**src/rtl/uart_tx_pkg.sv**
```systemverilog
// ---------------------------------------------------------------------------
// uart_tx_pkg
// Shared constants and helpers for the UART transmit holding FIFO.
//   MIN_BITS   : smallest character width the shifter supports
//   MAX_DATA_W : widest character any instance may be built with
//   clamp_bits : folds the runtime data-bit setting into [min_bits, data_w]
//   mask_char  : zeroes every bit of a word at or above the effective width
// ---------------------------------------------------------------------------
package uart_tx_pkg;

   localparam int MIN_BITS   = 5;
   localparam int MAX_DATA_W = 16;

   function automatic int clamp_bits(input logic [3:0] dbits,
                                     input int         data_w,
                                     input int         min_bits);
      int b;
      b = int'(dbits);
      if (b < min_bits) b = min_bits;
      if (b > data_w)   b = data_w;
      return b;
   endfunction

   function automatic logic [MAX_DATA_W-1:0] mask_char(input logic [MAX_DATA_W-1:0] word,
                                                       input int                    eff);
      logic [MAX_DATA_W-1:0] m;
      for (int i = 0; i < MAX_DATA_W; i++) begin
         m[i] = (i < eff) ? word[i] : 1'b0;
      end
      return m;
   endfunction

endpackage

```
**src/rtl/tx_fifo_mem.sv**
```systemverilog
// ---------------------------------------------------------------------------
// tx_fifo_mem
// DEPTH x DATA_W storage for the transmit holding FIFO. One synchronous
// write port, one combinational read port. No reset: occupancy is tracked
// by the parent, so stale contents are never observed.
//   clk     : system clock
//   wr_en   : write wr_data into entry wr_ptr at the rising edge
//   wr_ptr  : write address
//   wr_data : word to store
//   rd_ptr  : read address
//   rd_data : entry at rd_ptr (combinational)
// ---------------------------------------------------------------------------
module tx_fifo_mem #(
   parameter int DATA_W = 8,
   parameter int DEPTH  = 4,
   localparam int PTR_W = $clog2(DEPTH)
) (
   input  logic              clk,
   input  logic              wr_en,
   input  logic [PTR_W-1:0]  wr_ptr,
   input  logic [DATA_W-1:0] wr_data,
   input  logic [PTR_W-1:0]  rd_ptr,
   output logic [DATA_W-1:0] rd_data
);

   logic [DATA_W-1:0] mem_q [DEPTH];

   always_ff @(posedge clk) begin
      if (wr_en) begin
         mem_q[wr_ptr] <= wr_data;
      end
   end

   assign rd_data = mem_q[rd_ptr];

endmodule

```
**src/rtl/tx_holding_fifo.sv**
```systemverilog
// ---------------------------------------------------------------------------
// tx_holding_fifo
// Buffers CPU writes for the UART transmitter and hands them to the shifter
// with a start/done handshake, allowing back-to-back frames.
//   clk, rst  : clock, synchronous active-high reset
//   CSn, WE   : CPU write strobe; a load happens every cycle WE=1 and CSn=0
//   data_in   : character written by the CPU
//   dbits     : runtime data-bit count used to mask the outgoing character
//   done      : shifter finished the current character (one-cycle pulse)
//   ovf_clr   : clears the sticky overflow flag
//   data_out  : masked character owned by the shifter
//   shifting  : shifter currently owns data_out
//   start     : one-cycle pulse, new character on data_out
//   txready   : FIFO can accept a write
//   empty     : no pending entries
//   level     : pending entries, not counting the word in data_out
//   overflow  : sticky, a write was dropped because the FIFO was full
// ---------------------------------------------------------------------------
module tx_holding_fifo #(
   parameter int DATA_W   = 8,
   parameter int DEPTH    = 4,
   parameter int MIN_BITS = uart_tx_pkg::MIN_BITS,
   localparam int CNT_W   = $clog2(DEPTH) + 1
) (
   input  logic              clk,
   input  logic              rst,
   input  logic              CSn,
   input  logic              WE,
   input  logic [DATA_W-1:0] data_in,
   input  logic [3:0]        dbits,
   input  logic              done,
   input  logic              ovf_clr,
   output logic [DATA_W-1:0] data_out,
   output logic              shifting,
   output logic              start,
   output logic              txready,
   output logic              empty,
   output logic [CNT_W-1:0]  level,
   output logic              overflow
);

   import uart_tx_pkg::*;

   localparam int PTR_W = $clog2(DEPTH);

   logic [PTR_W-1:0]  wr_ptr_q, wr_ptr_d;
   logic [PTR_W-1:0]  rd_ptr_q, rd_ptr_d;
   logic [CNT_W-1:0]  level_q, level_d;
   logic [DATA_W-1:0] data_out_q, data_out_d;
   logic              shifting_q, shifting_d;
   logic              start_q, start_d;
   logic              overflow_q, overflow_d;

   logic              load, pop, push, drop, full;
   logic [DATA_W-1:0] head;
   logic [DATA_W-1:0] head_masked;
   int                eff;

   tx_fifo_mem #(
      .DATA_W (DATA_W),
      .DEPTH  (DEPTH)
   ) u_mem (
      .clk     (clk),
      .wr_en   (push),
      .wr_ptr  (wr_ptr_q),
      .wr_data (data_in),
      .rd_ptr  (rd_ptr_q),
      .rd_data (head)
   );

   // Full/empty come from the level counter, never from pointer equality.
   // A pop in the same cycle frees a slot, so a write into a full FIFO is
   // still taken when the shifter is draining.
   always_comb begin
      load        = WE & ~CSn;
      full        = (level_q == CNT_W'(DEPTH));
      pop         = (level_q != '0) && (!shifting_q || done);
      push        = load && (!full || pop);
      drop        = load && full && !pop;
      eff         = clamp_bits(dbits, DATA_W, MIN_BITS);
      head_masked = DATA_W'(mask_char(MAX_DATA_W'(head), eff));

      wr_ptr_d   = push ? wr_ptr_q + PTR_W'(1) : wr_ptr_q;
      rd_ptr_d   = pop  ? rd_ptr_q + PTR_W'(1) : rd_ptr_q;

      level_d = level_q;
      if (push && !pop) level_d = level_q + CNT_W'(1);
      else if (pop && !push) level_d = level_q - CNT_W'(1);

      // dbits is only consulted at pop, so data_out is frozen mid-frame.
      data_out_d = pop ? head_masked : data_out_q;
      start_d    = pop;

      // A done with nothing pending releases the shifter; with data pending
      // the next word loads on the same edge and shifting never drops.
      shifting_d = shifting_q;
      if (pop) shifting_d = 1'b1;
      else if (done) shifting_d = 1'b0;

      overflow_d = overflow_q;
      if (drop) overflow_d = 1'b1;
      else if (ovf_clr) overflow_d = 1'b0;
   end

   always_ff @(posedge clk) begin
      if (rst) begin
         wr_ptr_q   <= '0;
         rd_ptr_q   <= '0;
         level_q    <= '0;
         data_out_q <= '0;
         shifting_q <= 1'b0;
         start_q    <= 1'b0;
         overflow_q <= 1'b0;
      end else begin
         wr_ptr_q   <= wr_ptr_d;
         rd_ptr_q   <= rd_ptr_d;
         level_q    <= level_d;
         data_out_q <= data_out_d;
         shifting_q <= shifting_d;
         start_q    <= start_d;
         overflow_q <= overflow_d;
      end
   end

   assign data_out = data_out_q;
   assign shifting = shifting_q;
   assign start    = start_q;
   assign level    = level_q;
   assign overflow = overflow_q;
   assign txready  = (level_q < CNT_W'(DEPTH));
   assign empty    = (level_q == '0);

endmodule
```
**config.mk**
```make
export PLATFORM = sky130hd
export DESIGN_NAME = tx_holding_fifo
export DESIGN_NICKNAME = d
export VERILOG_FILES = /design/src/rtl/uart_tx_pkg.sv /design/src/rtl/tx_fifo_mem.sv /design/src/rtl/tx_holding_fifo.sv
export SDC_FILE = /design/constraint.sdc
export NUM_CORES = 1
export LEC_CHECK = 0
export CAP_MARGIN = 20
export CORE_MARGIN = 2
export CORE_UTILIZATION = 55
export CTS_BUF_LIST = sky130_fd_sc_hd__clkbuf_8
export CTS_CLUSTER_SIZE = 40
export DETAILED_ROUTE_END_ITERATION = 8
export GPL_TIMING_DRIVEN = 0
export PLACE_DENSITY = 0.83
export SETUP_SLACK_MARGIN = 0.02
export SLEW_MARGIN = 20
export SYNTH_ARGS = -nofsm -noshare
export SYNTH_HDL_FRONTEND = slang
export SYNTH_SLANG_ARGS = --single-unit
```
**constraint.sdc**
```tcl
create_clock -name clk -period 3.05 [get_ports clk]
set_input_delay 0.61 -clock clk [delete_from_list [all_inputs] [get_ports clk]]
set_output_delay 0.61 -clock clk [all_outputs]
set_load 0.05 [all_outputs]
```
# Word level (Yosys, flattened, before mapping)
# Memories as Yosys holds them, arrays and structs flattened. A register that Yosys moved wholly into a read port is not among the register bits.
# Cells that the tools add are included.
dict set report word_totals {
  register_bits 18
  ram_bits 32
  out_inout_bits 16
  wordCells 63
  mem_count 1
}
dict set report classes {
  addsub 4
  magnitude_cmp 11
  n_eq_ne 1
  muxes 20
  n_bitwise 2
  reduce_logical 17
}
# memory depth width rd rd_ports_with_merged_regs wr line
set memory_table {}
lappend memory_table {u_mem.mem_q 4 8 1 1 1 tx_fifo_mem.sv:26} ;# logic [DATA_W-1:0] mem_q [DEPTH];
# op count
set op_table {}
lappend op_table {{$lt A4 B32 Y1 const A} 4}
lappend op_table {{$lt A3 B32 Y1 const A} 2}
lappend op_table {{$gt A32 B5 Y1 const B} 1}
lappend op_table {{$lt A1 B32 Y1 const A} 1}
lappend op_table {{$lt A2 B32 Y1 const A} 1}
lappend op_table {{$mux W1} 14}
lappend op_table {{$mux W4} 2}
lappend op_table {{$logic_and A1 B1 Y1} 6}
lappend op_table {{$mux W3} 2}
lappend op_table {{$reduce_bool A2 Y1} 3}
lappend op_table {{$add A2 B1 Y2 const B} 2}
lappend op_table {{$logic_not A1 Y1} 4}
lappend op_table {{$lt A4 B3 Y1 const B} 1}
lappend op_table {{$mux W2} 2}
lappend op_table {{$add A3 B1 Y3 const B} 1}
lappend op_table {{$eq A3 B3 Y1 const B} 1}
lappend op_table {{$logic_not A3 Y1} 1}
lappend op_table {{$lt A3 B3 Y1 const B} 1}
lappend op_table {{$reduce_bool A3 Y1} 1}
lappend op_table {{$sub A3 B1 Y3 const B} 1}
lappend op_table {{$logic_or A1 B1 Y1} 2}
lappend op_table {{$and A1 B1 Y1} 1}
lappend op_table {{$not A1 Y1} 1}

# Longest topological paths before layout
# Gate-level depths: netlist of run 1.
dict set report logic_depth {
  depth_word 9
  depth_mapped 9
}

# Cells and area by module
# A second synthesis of run 1 with hierarchy kept.
dict set report hier_totals {
  cells_unflattened 137
  area_unflattened_um2 2009.4
}
# module n_inst cells_each area_each_um2 seq_area_each_um2
set by_module_without_submodules {}
lappend by_module_without_submodules {tx_fifo_mem 1 46 1188.6 960.9}
lappend by_module_without_submodules {tx_holding_fifo 1 91 820.8 360.3}

# Least setup slack after synthesis of run 1
# Ideal clock, no wire load.
dict set report synth_path {
  path_type {flip-flop to flip-flop}
  startpoint {reg level_q[2] (netlist: level[2])}
  endpoint {reg level_q[2] (netlist: level[2])}
  arrival_time_ps 2509
  required_time_ps 2979
  path_slack_ps 471
  stages_incl_launch_ff 9
  n_path_buf 0
  path_cell_list {dfxtp_1 > inv_2 > o41a_4 > ha_1 > inv_1 > fa_1 > xor2_1 > or3_2 > a21oi_1}
}
dict set report synth_between {
  elab_chain_len 7
  elab_cells_between_ends 15
}
# item line
set synth_lines {}
lappend synth_lines {{start: declaration} tx_holding_fifo.sv:48} ;# logic [CNT_W-1:0] level_q, level_d;
lappend synth_lines {{start signal: assignment} tx_holding_fifo.sv:117} ;# level_q <= level_d;
lappend synth_lines {{$eq A3 B3 Y1 or $reduce_bool A3 Y1 (tied branches)} {tx_holding_fifo.sv:76, tx_holding_fifo.sv:77}}
lappend synth_lines {{$logic_not A1 Y1 or $logic_and A1 B1 Y1 (tied branches)} {tx_holding_fifo.sv:78, tx_holding_fifo.sv:77}}
lappend synth_lines {{$logic_or A1 B1 Y1 *} tx_holding_fifo.sv:78} ;# push = load && (!full || pop);
lappend synth_lines {{$logic_and A1 B1 Y1 *} tx_holding_fifo.sv:78}
lappend synth_lines {{named net push} tx_holding_fifo.sv:54} ;# logic load, pop, push, drop, full;
lappend synth_lines {{$logic_not A1 Y1} tx_holding_fifo.sv:88} ;# else if (pop && !push) level_d = level_q - CNT_W'(1);
lappend synth_lines {{$logic_and A1 B1 Y1} tx_holding_fifo.sv:88}
lappend synth_lines {{$reduce_bool A2 Y1 (no line)} -}
# Mark *: on every way through the listed nets, which the timed path passes. The rest lies on a longest branch. The select of a mux whose other input is x is not followed.
# A chain may end at the register's enable or synchronous reset.

# Worst setup path in the final report of run 1
dict set report layout_path {
  startpoint {reg level_q[1] (netlist: level[1])}
  endpoint {out empty}
}
dict set report layout_between {
  elab_chain_len 1
}
# item line
set layout_lines {}
lappend layout_lines {{$logic_not A3 Y1} tx_holding_fifo.sv:131} ;# assign empty = (level_q == '0);
lappend layout_lines {{end: declaration} tx_holding_fifo.sv:37} ;# output logic empty,
# No other way between the ends.

==> results of run 1 <==
cell families after synthesis:
family | share of synthesized area
compound gates | 0.0791
xor+xnor | 0.00826
fa+ha+maj | 0.0389
buf+inv | 0.0437
flops | 0.642
mux | 0.106
simple gates | 0.0826
state kept, by name (all words and copies together), names as in the netlist, named ones only:
| register | cells |
|---|---|
| level | 3 |
| u_mem.mem_q | 32 |
| rd_ptr_q | 2 |
| data_out | 8 |
| wr_ptr_q | 2 |
| start | 1 |
| shifting | 1 |
| overflow | 1 |
per-layer routing:
layer	global-route usage	wire (um)
met5	0	0
met4	0.0969	94
met3	0.0460	207
met2	0.346	1940
met1	0.241	1520
per-stage QoR:
stage	setup WS [ns]	total power, uW	instance area [sq um]	utilization	hold slack (ns)
3_3_place_gp	0.222	1830	2510	0.681	0.460
5_1_grt	0.140	2440	2620	0.711	0.517
4_1_cts	0.201	2330	2620	0.711	0.480
6_report	0.218	2320	2620	0.711	0.482
2_1_floorplan	0.471	1590	2120	-	0.481
3_5_place_dp	0.107	1870	2510	0.681	0.467
area by class of cell:
class / instances / share of cell area
Sequential cell: 52 / 0.519
Multi-Input combinational cell: 80 / 0.254
Timing Repair Buffer: 33 / 0.126
Clock buffer: 5 / 0.0262
Buffer: 8 / 0.0248
Tap cell: 48 / 0.0229
Clock inverter: 3 / 0.0162
Inverter: 6 / 0.0105
critical path, stage by stage, from the launching register on:
cell and delay, ns:
sky130_fd_sc_hd__dfxtp_1 0.38, sky130_fd_sc_hd__or3_1 0.41, sky130_fd_sc_hd__buf_6 0.16, sky130_fd_sc_hd__clkinv_4 0.06, sky130_fd_sc_hd__buf_8 0.11, sky130_fd_sc_hd__clkdlybuf4s50_1 0.80
final timing paths:
check / end / slack [ns]
hold / removal: data_out[3]$_SDFFE_PP0P_ / 0.48
setup reg to reg: level[2]$_SDFFE_PP0P_ / 0.61
setup / recovery: empty / 0.22
hold reg to reg: data_out[3]$_SDFFE_PP0P_ / 0.48
power breakdown:
part / switching [uW] / internal, uW / total, uW
logic: 571 / 376 / 947
clock network: 218 / 245 / 462
registers: 62.3 / 844 / 907
total: 851 / 1470 / 2320
synth_stat cells:
cell / number / share of area
sky130_fd_sc_hd__xor2_1: 2 / 0.0083
sky130_fd_sc_hd__mux2i_1: 4 / 0.019
sky130_fd_sc_hd__nand2_1: 1 / 0.0018
sky130_fd_sc_hd__o2bb2ai_1: 1 / 0.0041
sky130_fd_sc_hd__buf_2: 2 / 0.0047
sky130_fd_sc_hd__edfxtp_1: 32 / 0.45
sky130_fd_sc_hd__mux2_2: 1 / 0.0053
sky130_fd_sc_hd__nand4_1: 3 / 0.0089
sky130_fd_sc_hd__ha_1: 5 / 0.029
sky130_fd_sc_hd__mux4_2: 7 / 0.074
sky130_fd_sc_hd__a21oi_1: 14 / 0.033
sky130_fd_sc_hd__nor2b_1: 2 / 0.0059
sky130_fd_sc_hd__inv_2: 1 / 0.0018
sky130_fd_sc_hd__inv_1: 4 / 0.0071
sky130_fd_sc_hd__nand2b_1: 4 / 0.012
sky130_fd_sc_hd__o21ai_1: 2 / 0.0047
sky130_fd_sc_hd__and2b_2: 1 / 0.0041
sky130_fd_sc_hd__o41a_4: 1 / 0.010
sky130_fd_sc_hd__or3_1: 2 / 0.0059
sky130_fd_sc_hd__or3_2: 1 / 0.0035
sky130_fd_sc_hd__and2_2: 4 / 0.014
sky130_fd_sc_hd__clkbuf_1: 2 / 0.0035
sky130_fd_sc_hd__dfxtp_1: 20 / 0.19
sky130_fd_sc_hd__mux2_4: 1 / 0.0071
sky130_fd_sc_hd__clkbuf_8: 1 / 0.0065
sky130_fd_sc_hd__buf_4: 1 / 0.0035
sky130_fd_sc_hd__nor2_1: 7 / 0.012
sky130_fd_sc_hd__a2111oi_0: 1 / 0.0041
sky130_fd_sc_hd__fa_1: 1 / 0.0094
sky130_fd_sc_hd__o21ai_0: 8 / 0.019
sky130_fd_sc_hd__buf_6: 1 / 0.0053
sky130_fd_sc_hd__buf_8: 1 / 0.0071
sky130_fd_sc_hd__a31o_2: 1 / 0.0041
sky130_fd_sc_hd__clkinv_4: 1 / 0.0041
sky130_fd_sc_hd__nand3_1: 6 / 0.014
cell usage in the layout (no fill, tap or decap), types with 2 or more instances in the layout:
| master | instances |
|---|---|
| sky130_fd_sc_hd__inv_1 | 5 |
| sky130_fd_sc_hd__nand4_1 | 3 |
| sky130_fd_sc_hd__clkdlybuf4s50_1 | 33 |
| sky130_fd_sc_hd__nor2_1 | 7 |
| sky130_fd_sc_hd__xor2_1 | 2 |
| sky130_fd_sc_hd__mux2i_1 | 4 |
| sky130_fd_sc_hd__nor2b_1 | 2 |
| sky130_fd_sc_hd__mux4_2 | 7 |
| sky130_fd_sc_hd__o21ai_1 | 2 |
| sky130_fd_sc_hd__and2_2 | 4 |
| sky130_fd_sc_hd__clkbuf_8 | 6 |
| sky130_fd_sc_hd__edfxtp_1 | 32 |
| sky130_fd_sc_hd__nand3_1 | 6 |
| sky130_fd_sc_hd__or3_1 | 2 |
| sky130_fd_sc_hd__buf_2 | 2 |
| sky130_fd_sc_hd__dfxtp_1 | 20 |
| sky130_fd_sc_hd__nand2b_1 | 4 |
| sky130_fd_sc_hd__ha_1 | 5 |
| sky130_fd_sc_hd__o21ai_0 | 8 |
| sky130_fd_sc_hd__a21oi_1 | 14 |
| sky130_fd_sc_hd__clkbuf_1 | 2 |
==> results_tabular.tex, run 1 <==
\begin{tabular}{lr}
\hline
Metric & Value \\
\hline
\multicolumn{2}{l}{\textbf{Run status}} \\
\quad Result of the run & complete, no violations \\
\multicolumn{2}{l}{\textbf{Timing}} \\
\quad Relative slew margins & 0.652 \\
\quad RSZ-0062 raised after global routing & no \\
\quad Least-Margin Pin Slew & 0.520 ns \\
\quad Post-route clock skew & roughly 0.012 ns \\
\quad Post-route fraction of the period consumed by the critical path & 0.928 \\
\quad Total setup violations reported at the end of the flow & 0 \\
\quad Final critical-path required period & 2.83 ns \\
\quad Hold Violations, Final & 0 \\
\quad Fmax & 353 MHz \\
\quad Pins Over Slew Limit & 0 \\
\quad Setup TNS after final layout & 0 ns \\
\multicolumn{2}{l}{\textbf{Worst setup path}} \\
\quad Required arrival time at the worst endpoint & 2.44 ns \\
\quad Critical-path maximum fanout & 10 \\
\quad Worst setup path category & reg -> out \\
\quad CP Launch Point & level[1]\$\_SDFFE\_PP0P\_ \\
\quad R2R depth & 9 \\
\quad Critical Path End Type & output port \\
\quad Crit path DAT & 2.22 ns \\
\quad Critical path startpoint category & flip-flop \\
\quad Reg-to-Reg Start & level[1]\$\_SDFFE\_PP0P\_ \\
\multicolumn{2}{l}{\textbf{Layout}} \\
\quad Layout overhead on the synthesized area & 23.7\% \\
\quad Number of nets in the layout & between 200 and 250 \\
\quad Combined area of the multi-input logic cells & between 600 and 700 sq um \\
\quad Antenna cell count & 0 \\
\quad Cell Count, Final, Fillers Out & 235 \\
\quad Number of fill cells & between 200 and 300 \\
\quad Area occupied by registers & 0.00136 sq mm \\
\quad Fraction of final layout cells sized beyond drive strength 1 & 0.171 \\
\multicolumn{2}{l}{\textbf{Logic synthesis}} \\
\quad Area of the mapped netlist & 0.00212 sq mm \\
\quad Netlist cell types & 35 \\
\quad FF+latch count, synth & 52 \\
\quad Part of the Yosys area used for sequential elements & 0.642 \\
\quad Number of synthesis warnings & 0 \\
\quad Number of standard cells after synthesis & 146 \\
\quad Mean post-synth cell area & 14.5 sq um \\
\quad Synthesized netlist net count & 170 \\
\multicolumn{2}{l}{\textbf{Clock network}} \\
\quad Number of H-tree levels & 2 \\
\quad TritonCTS clock tree & yes \\
\quad CTS max path bufs & 2 \\
\quad Root buffer selected by CTS & sky130\_fd\_sc\_hd\_\_clkbuf\_8 \\
\quad TritonCTS Buffers & 5 \\
\quad Buffers inserted during post-CTS setup optimization & 0 \\
\quad Number of hold-repair buffers added at the cts stage & 0 \\
\quad Clock transition at the registers of the reported paths & 0.09 ns \\
\quad Clk sinks & 52 \\
\quad Cells resized by post-CTS repair & 0 \\
\quad Clock latency of the later-clocked register in the worst-skew pair & 0.31 ns \\
\multicolumn{2}{l}{\textbf{Min path}} \\
\quad Start point of the worst hold path & data\_out[3]\$\_SDFFE\_PP0P\_ \\
\quad Worst hold-check path type & reg -> reg \\
\quad Cells on Worst Hold Path & 2 \\
\multicolumn{2}{l}{\textbf{Pwr}} \\
\quad Static Leak & 0.000914 uW \\
\quad Power density over the cells & 883 mW/mm\^{}2 \\
\quad Largest voltage drop on the vdd net & 0.000453 V \\
\multicolumn{2}{l}{\textbf{Floorplan}} \\
\quad Area of the die & 0.00437 sq mm \\
\quad Initial core utilization & 0.575 \\
\quad Number of placement rows & 22 \\
\quad Floorplan Core Area & around 0.0037 sq mm \\
\quad Height of the die & 66.1 um \\
\quad Boundary pin count & 34 \\
\quad Die Wd & roughly 66 um \\
\multicolumn{2}{l}{\textbf{Global route}} \\
\quad Wire length of the first global-routing pass & around 6400 um \\
\quad Total global-route track usage & 0.203 \\
\quad Antenna violations before repair & 0 \\
\quad Grt ovf & 0 \\
\quad Vias in the first global route & between 1000 and 1500 \\
\quad Pin count of the biggest net entering global routing & 17 \\
\multicolumn{2}{l}{\textbf{Routing}} \\
\quad Final WL & 3770 um \\
\quad Iteration-0 DRC Markers & 113 \\
\quad Total via count after detailed routing & 1269 \\
\quad Number of vias per cell & 5.40 \\
\quad Antenna viol nets, final & 0 \\
\quad Drt wl/cell & 16.0 um \\
\quad Remaining design rule violation count & 0 \\
\quad Number of search-and-repair iterations in the first detailed-routing pass & 4 \\
\multicolumn{2}{l}{\textbf{Job}} \\
\quad Max-cap violation count & 0 \\
\multicolumn{2}{l}{\textbf{Placement}} \\
\quad Gp weighted congestion & 0.695 \\
\quad Count of buffers from port buffering & 33 \\
\quad HPWL Detailed & 2720 um \\
\quad Number of cells in the design after placement & 227 \\
\hline
\end{tabular}
Note: power is estimated with default switching activity, not from simulation.
==> inputs of run 2 (changes only) <==
CORE_MARGIN = not set   (was 2)
CORE_UTILIZATION = 59   (was 55)
DONT_BUFFER_PORTS = 1   (was not set)
PLACE_DENSITY = 0.76   (was 0.83)
==> run 2 against run 1 <==
- non-clock buffer count decreased by 33
- critical path depth increased by 3
- maximum frequency increased by 3.5%
- final cell count decreased by 15%
- sequential share of layout area increased by 7.5 points
- flip-flop and latch count unchanged
- first-iteration DRC count decreased by 25%
- clock skew decreased by 0.0024 ns
- via count decreased by 9.5%
==> results_tabular.tex, run 2 (synthesis results as in run 1) <==
\begin{tabular}{lr}
\hline
Metric & Value \\
\hline
\multicolumn{2}{l}{\textbf{Run status}} \\
\quad Result of the run & complete, no violations (unchanged) \\
\multicolumn{2}{l}{\textbf{Layout}} \\
\quad Number of fill cells & 233 (was 269) \\
\quad Fraction of final layout cells sized beyond drive strength 1 & 0.214 (was 0.171) \\
\quad Leading cell types in the layout, fill and taps excluded & sky130\_fd\_sc\_hd\_\_edfxtp\_1 (32), sky130\_fd\_sc\_hd\_\_dfxtp\_1 (20), sky130\_fd\_sc\_hd\_\_a21oi\_1 (14) (was sky130\_fd\_sc\_hd\_\_clkdlybuf4s50\_1 (33), sky130\_fd\_sc\_hd\_\_edfxtp\_1 (32), sky130\_fd\_sc\_hd\_\_dfxtp\_1 (20)) \\
\quad Post-layout util & 0.676 (was 0.711) \\
\quad Max FFs per register & 32 (unchanged) \\
\quad Register containing the most flip-flops in the final layout & u\_mem.mem\_q (unchanged) \\
\quad Number of nets in the layout & 177 (was 210) \\
\quad Leading cell type in the layout, fill and taps excluded & sky130\_fd\_sc\_hd\_\_edfxtp\_1 (was sky130\_fd\_sc\_hd\_\_clkdlybuf4s50\_1) \\
\quad Layout overhead on the synthesized area & 7.96\% (was 23.7\%) \\
\quad Antenna cell count & 0 (unchanged) \\
\multicolumn{2}{l}{\textbf{Routing}} \\
\quad Drt wl/cell & 17.6 um (was 16.0 um) \\
\quad Number of search-and-repair iterations in the first detailed-routing pass & 5 (was 4) \\
\quad Total via count after detailed routing & 1148 (was 1269) \\
\quad Antenna viol nets, final & 0 (unchanged) \\
\quad Iteration-0 DRC Markers & 85 (was 113) \\
\quad Remaining design rule violation count & 0 (unchanged) \\
\quad Number of vias per cell & 5.74 (was 5.40) \\
\quad Final WL & 3510 um (was 3770 um) \\
\multicolumn{2}{l}{\textbf{Timing}} \\
\quad Hold Violations, Final & 0 (unchanged) \\
\quad Total setup violations reported at the end of the flow & 0 (unchanged) \\
\quad Fmax & 366 MHz (was 353 MHz) \\
\quad Final critical-path required period & 2.74 ns (was 2.83 ns) \\
\quad Pins Over Slew Limit & 0 (unchanged) \\
\quad Post-route fraction of the period consumed by the critical path & 0.897 (was 0.928) \\
\quad Relative slew margins & 0.539 (was 0.652) \\
\quad Setup TNS after final layout & 0 ns (unchanged) \\
\quad Least-Margin Pin Slew & 0.691 ns (was 0.520 ns) \\
\quad RSZ-0062 raised after global routing & no (unchanged) \\
\quad Post-route clock skew & 0.00930 ns (was 0.0117 ns) \\
\multicolumn{2}{l}{\textbf{Global route}} \\
\quad Total global-route track usage & 0.208 (was 0.203) \\
\quad Vias in the first global route & 1126 (was 1347) \\
\quad Wire length of the first global-routing pass & 5320 um (was 6390 um) \\
\quad GRT met2 Usage & 0.353 (was 0.346) \\
\quad Grt ovf & 0 (unchanged) \\
\quad Global routing met1 resource utilization & 0.244 (was 0.241) \\
\quad Antenna violations before repair & 0 (unchanged) \\
\quad Top Usage Layer GRT & met2 (unchanged) \\
\quad Met3 Resource Use GR & 0.0704 (was 0.0460) \\
\quad Pin count of the biggest net entering global routing & 17 (unchanged) \\
\multicolumn{2}{l}{\textbf{Clock network}} \\
\quad Root buffer selected by CTS & sky130\_fd\_sc\_hd\_\_clkbuf\_8 (unchanged) \\
\quad Number of H-tree levels & 2 (unchanged) \\
\quad Cells resized by post-CTS repair & 0 (unchanged) \\
\quad Clock latency of the later-clocked register in the worst-skew pair & 0.30 ns (was 0.31 ns) \\
\quad Clk sinks & 52 (unchanged) \\
\quad TritonCTS clock tree & yes (unchanged) \\
\quad TritonCTS Buffers & 5 (unchanged) \\
\quad Clock transition at the registers of the reported paths & 0.09 ns (about the same) \\
\quad Buffers inserted during post-CTS setup optimization & 0 (unchanged) \\
\quad Number of hold-repair buffers added at the cts stage & 0 (unchanged) \\
\quad CTS max path bufs & 2 (unchanged) \\
\multicolumn{2}{l}{\textbf{Pwr}} \\
\quad Switching share of power & 0.383 (was 0.367) \\
\quad Switching power & 820 uW (was 851 uW) \\
\quad Reg power frac & 0.535 (was 0.391) \\
\quad Internal Power & 1320 uW (was 1470 uW) \\
\quad Static Leak & 0.000784 uW (was 0.000914 uW) \\
\quad Largest voltage drop on the vdd net & 0.000613 V (was 0.000453 V) \\
\quad Clock share of power & 0.214 (was 0.200) \\
\quad Power density over the cells & 935 mW/mm\^{}2 (was 883 mW/mm\^{}2) \\
\quad Relative contribution of combinational cells to total power & 0.251 (was 0.409) \\
\multicolumn{2}{l}{\textbf{Floorplan}} \\
\quad Die Wd & 62.0 um (was 66.1 um) \\
\quad Initial core utilization & 0.626 (was 0.575) \\
\quad Boundary pin count & 34 (unchanged) \\
\quad Number of placement rows & 21 (was 22) \\
\quad Floorplan Core Area & 0.00339 sq mm (was 0.00369 sq mm) \\
\quad Height of the die & 62.0 um (was 66.1 um) \\
\quad Area of the die & 0.00384 sq mm (was 0.00437 sq mm) \\
\multicolumn{2}{l}{\textbf{Worst setup path}} \\
\quad Worst setup path category & reg -> reg (was reg -> out) \\
\quad Critical-path maximum fanout & 7 (was 10) \\
\quad Critical path startpoint category & flip-flop (unchanged) \\
\quad Crit path DAT & 2.97 ns (was 2.22 ns) \\
\quad CP Launch Point & level[2]\$\_SDFFE\_PP0P\_ (was level[1]\$\_SDFFE\_PP0P\_) \\
\quad Reg-to-Reg Start & level[2]\$\_SDFFE\_PP0P\_ (was level[1]\$\_SDFFE\_PP0P\_) \\
\quad Required arrival time at the worst endpoint & 3.28 ns (was 2.44 ns) \\
\quad Critical Path End Type & flip-flop (was output port) \\
\multicolumn{2}{l}{\textbf{Placement}} \\
\quad Gp weighted congestion & 0.705 (was 0.695) \\
\quad HPWL Detailed & 2550 um (was 2720 um) \\
\quad Count of buffers from port buffering & 0 (was 33) \\
\multicolumn{2}{l}{\textbf{Job}} \\
\quad Max-cap violation count & 0 (unchanged) \\
\multicolumn{2}{l}{\textbf{Min path}} \\
\quad Worst hold-check path type & in -> reg (was reg -> reg) \\
\quad Start point of the worst hold path & data\_in[5] (was data\_out[3]\$\_SDFFE\_PP0P\_) \\
\hline
\end{tabular}
## run 2: cell types whose count changed in the layout (fill, tap and decap cells not counted)
cell / delta
sky130_fd_sc_hd__inv_6: -1
sky130_fd_sc_hd__inv_1: -1
sky130_fd_sc_hd__clkinvlp_4: +1
sky130_fd_sc_hd__clkdlybuf4s50_1: -33
sky130_fd_sc_hd__clkinv_2: +1
## run 2: per-stage QoR
| stage | setup slack [ns] | cell area (sq um) | total power [uW] | std cells | hold WS [ns] |
|---|---|---|---|---|---|
| detailed placement | 0.335 | 2180 | 1700 | 192 | 0.513 |
| global route | 0.176 | 2290 | 2240 | 200 | 0.382 |
| floorplan | 0.471 | 2120 | 1590 | 146 | 0.481 |
| finish | 0.315 | 2290 | 2140 | 200 | 0.400 |
| global placement | 0.391 | 2180 | 1670 | 192 | 0.496 |
| CTS | 0.311 | 2290 | 2150 | 200 | 0.393 |
## run 2: routing by layer
metal  wire, um  up-vias
met5          0        -
met4         30        0
met3        225        4
met2       1740       37
met1       1510      555
li1           -      552
## run 2: area by class of cell
| cell class | instances | area, sq um | area share |
|---|---|---|---|
| tap | 46 | 57.6 | 0.0251 |
| inverter | 6 | 27.5 | 0.0120 |
| clock inverter | 3 | 42.5 | 0.0186 |
| buffer | 8 | 65.1 | 0.0284 |
| sequential | 52 | 1360 | 0.595 |
| multi-input combinational | 80 | 667 | 0.291 |
| clock buffer | 5 | 68.8 | 0.0301 |
## run 2: worst paths after layout
path | end | slack [ns] | cells after the start
hold reg to reg | wr_ptr_q[1]$_SDFFE_PP0P_ | 0.54 | 2
setup / recovery | level[2]$_SDFFE_PP0P_ | 0.31 | 8
hold / removal | u_mem.mem_q[3][5]$_DFFE_PP_ | 0.40 | 0
setup reg to reg | level[2]$_SDFFE_PP0P_ | 0.31 | 8
## run 2: power groups by stage
stage	Combinational, uW	Sequential, uW	Clock, uW
after global routing	585	1160	495
after CTS	538	1150	469
after floorplan	449	1140	0
after detailed placement	533	1160	0
final	539	1140	458
after global placement	512	1150	0
## run 2: worst max-delay path, cell delays in order, from the launching register on
cell,delay (ns)
sky130_fd_sc_hd__dfxtp_1,0.73
sky130_fd_sc_hd__inv_2,0.28
sky130_fd_sc_hd__o41a_4,0.57
sky130_fd_sc_hd__ha_1,0.22
sky130_fd_sc_hd__inv_1,0.07
sky130_fd_sc_hd__fa_1,0.17
sky130_fd_sc_hd__xor2_1,0.08
sky130_fd_sc_hd__or3_2,0.40
sky130_fd_sc_hd__a21oi_1,0.15
==> inputs of run 3 (changes only) <==
ABC_AREA = 0   (was not set)
==> results of run 3 <==
Same layout as run 2: the final DEF is identical, and so are final timing and power.
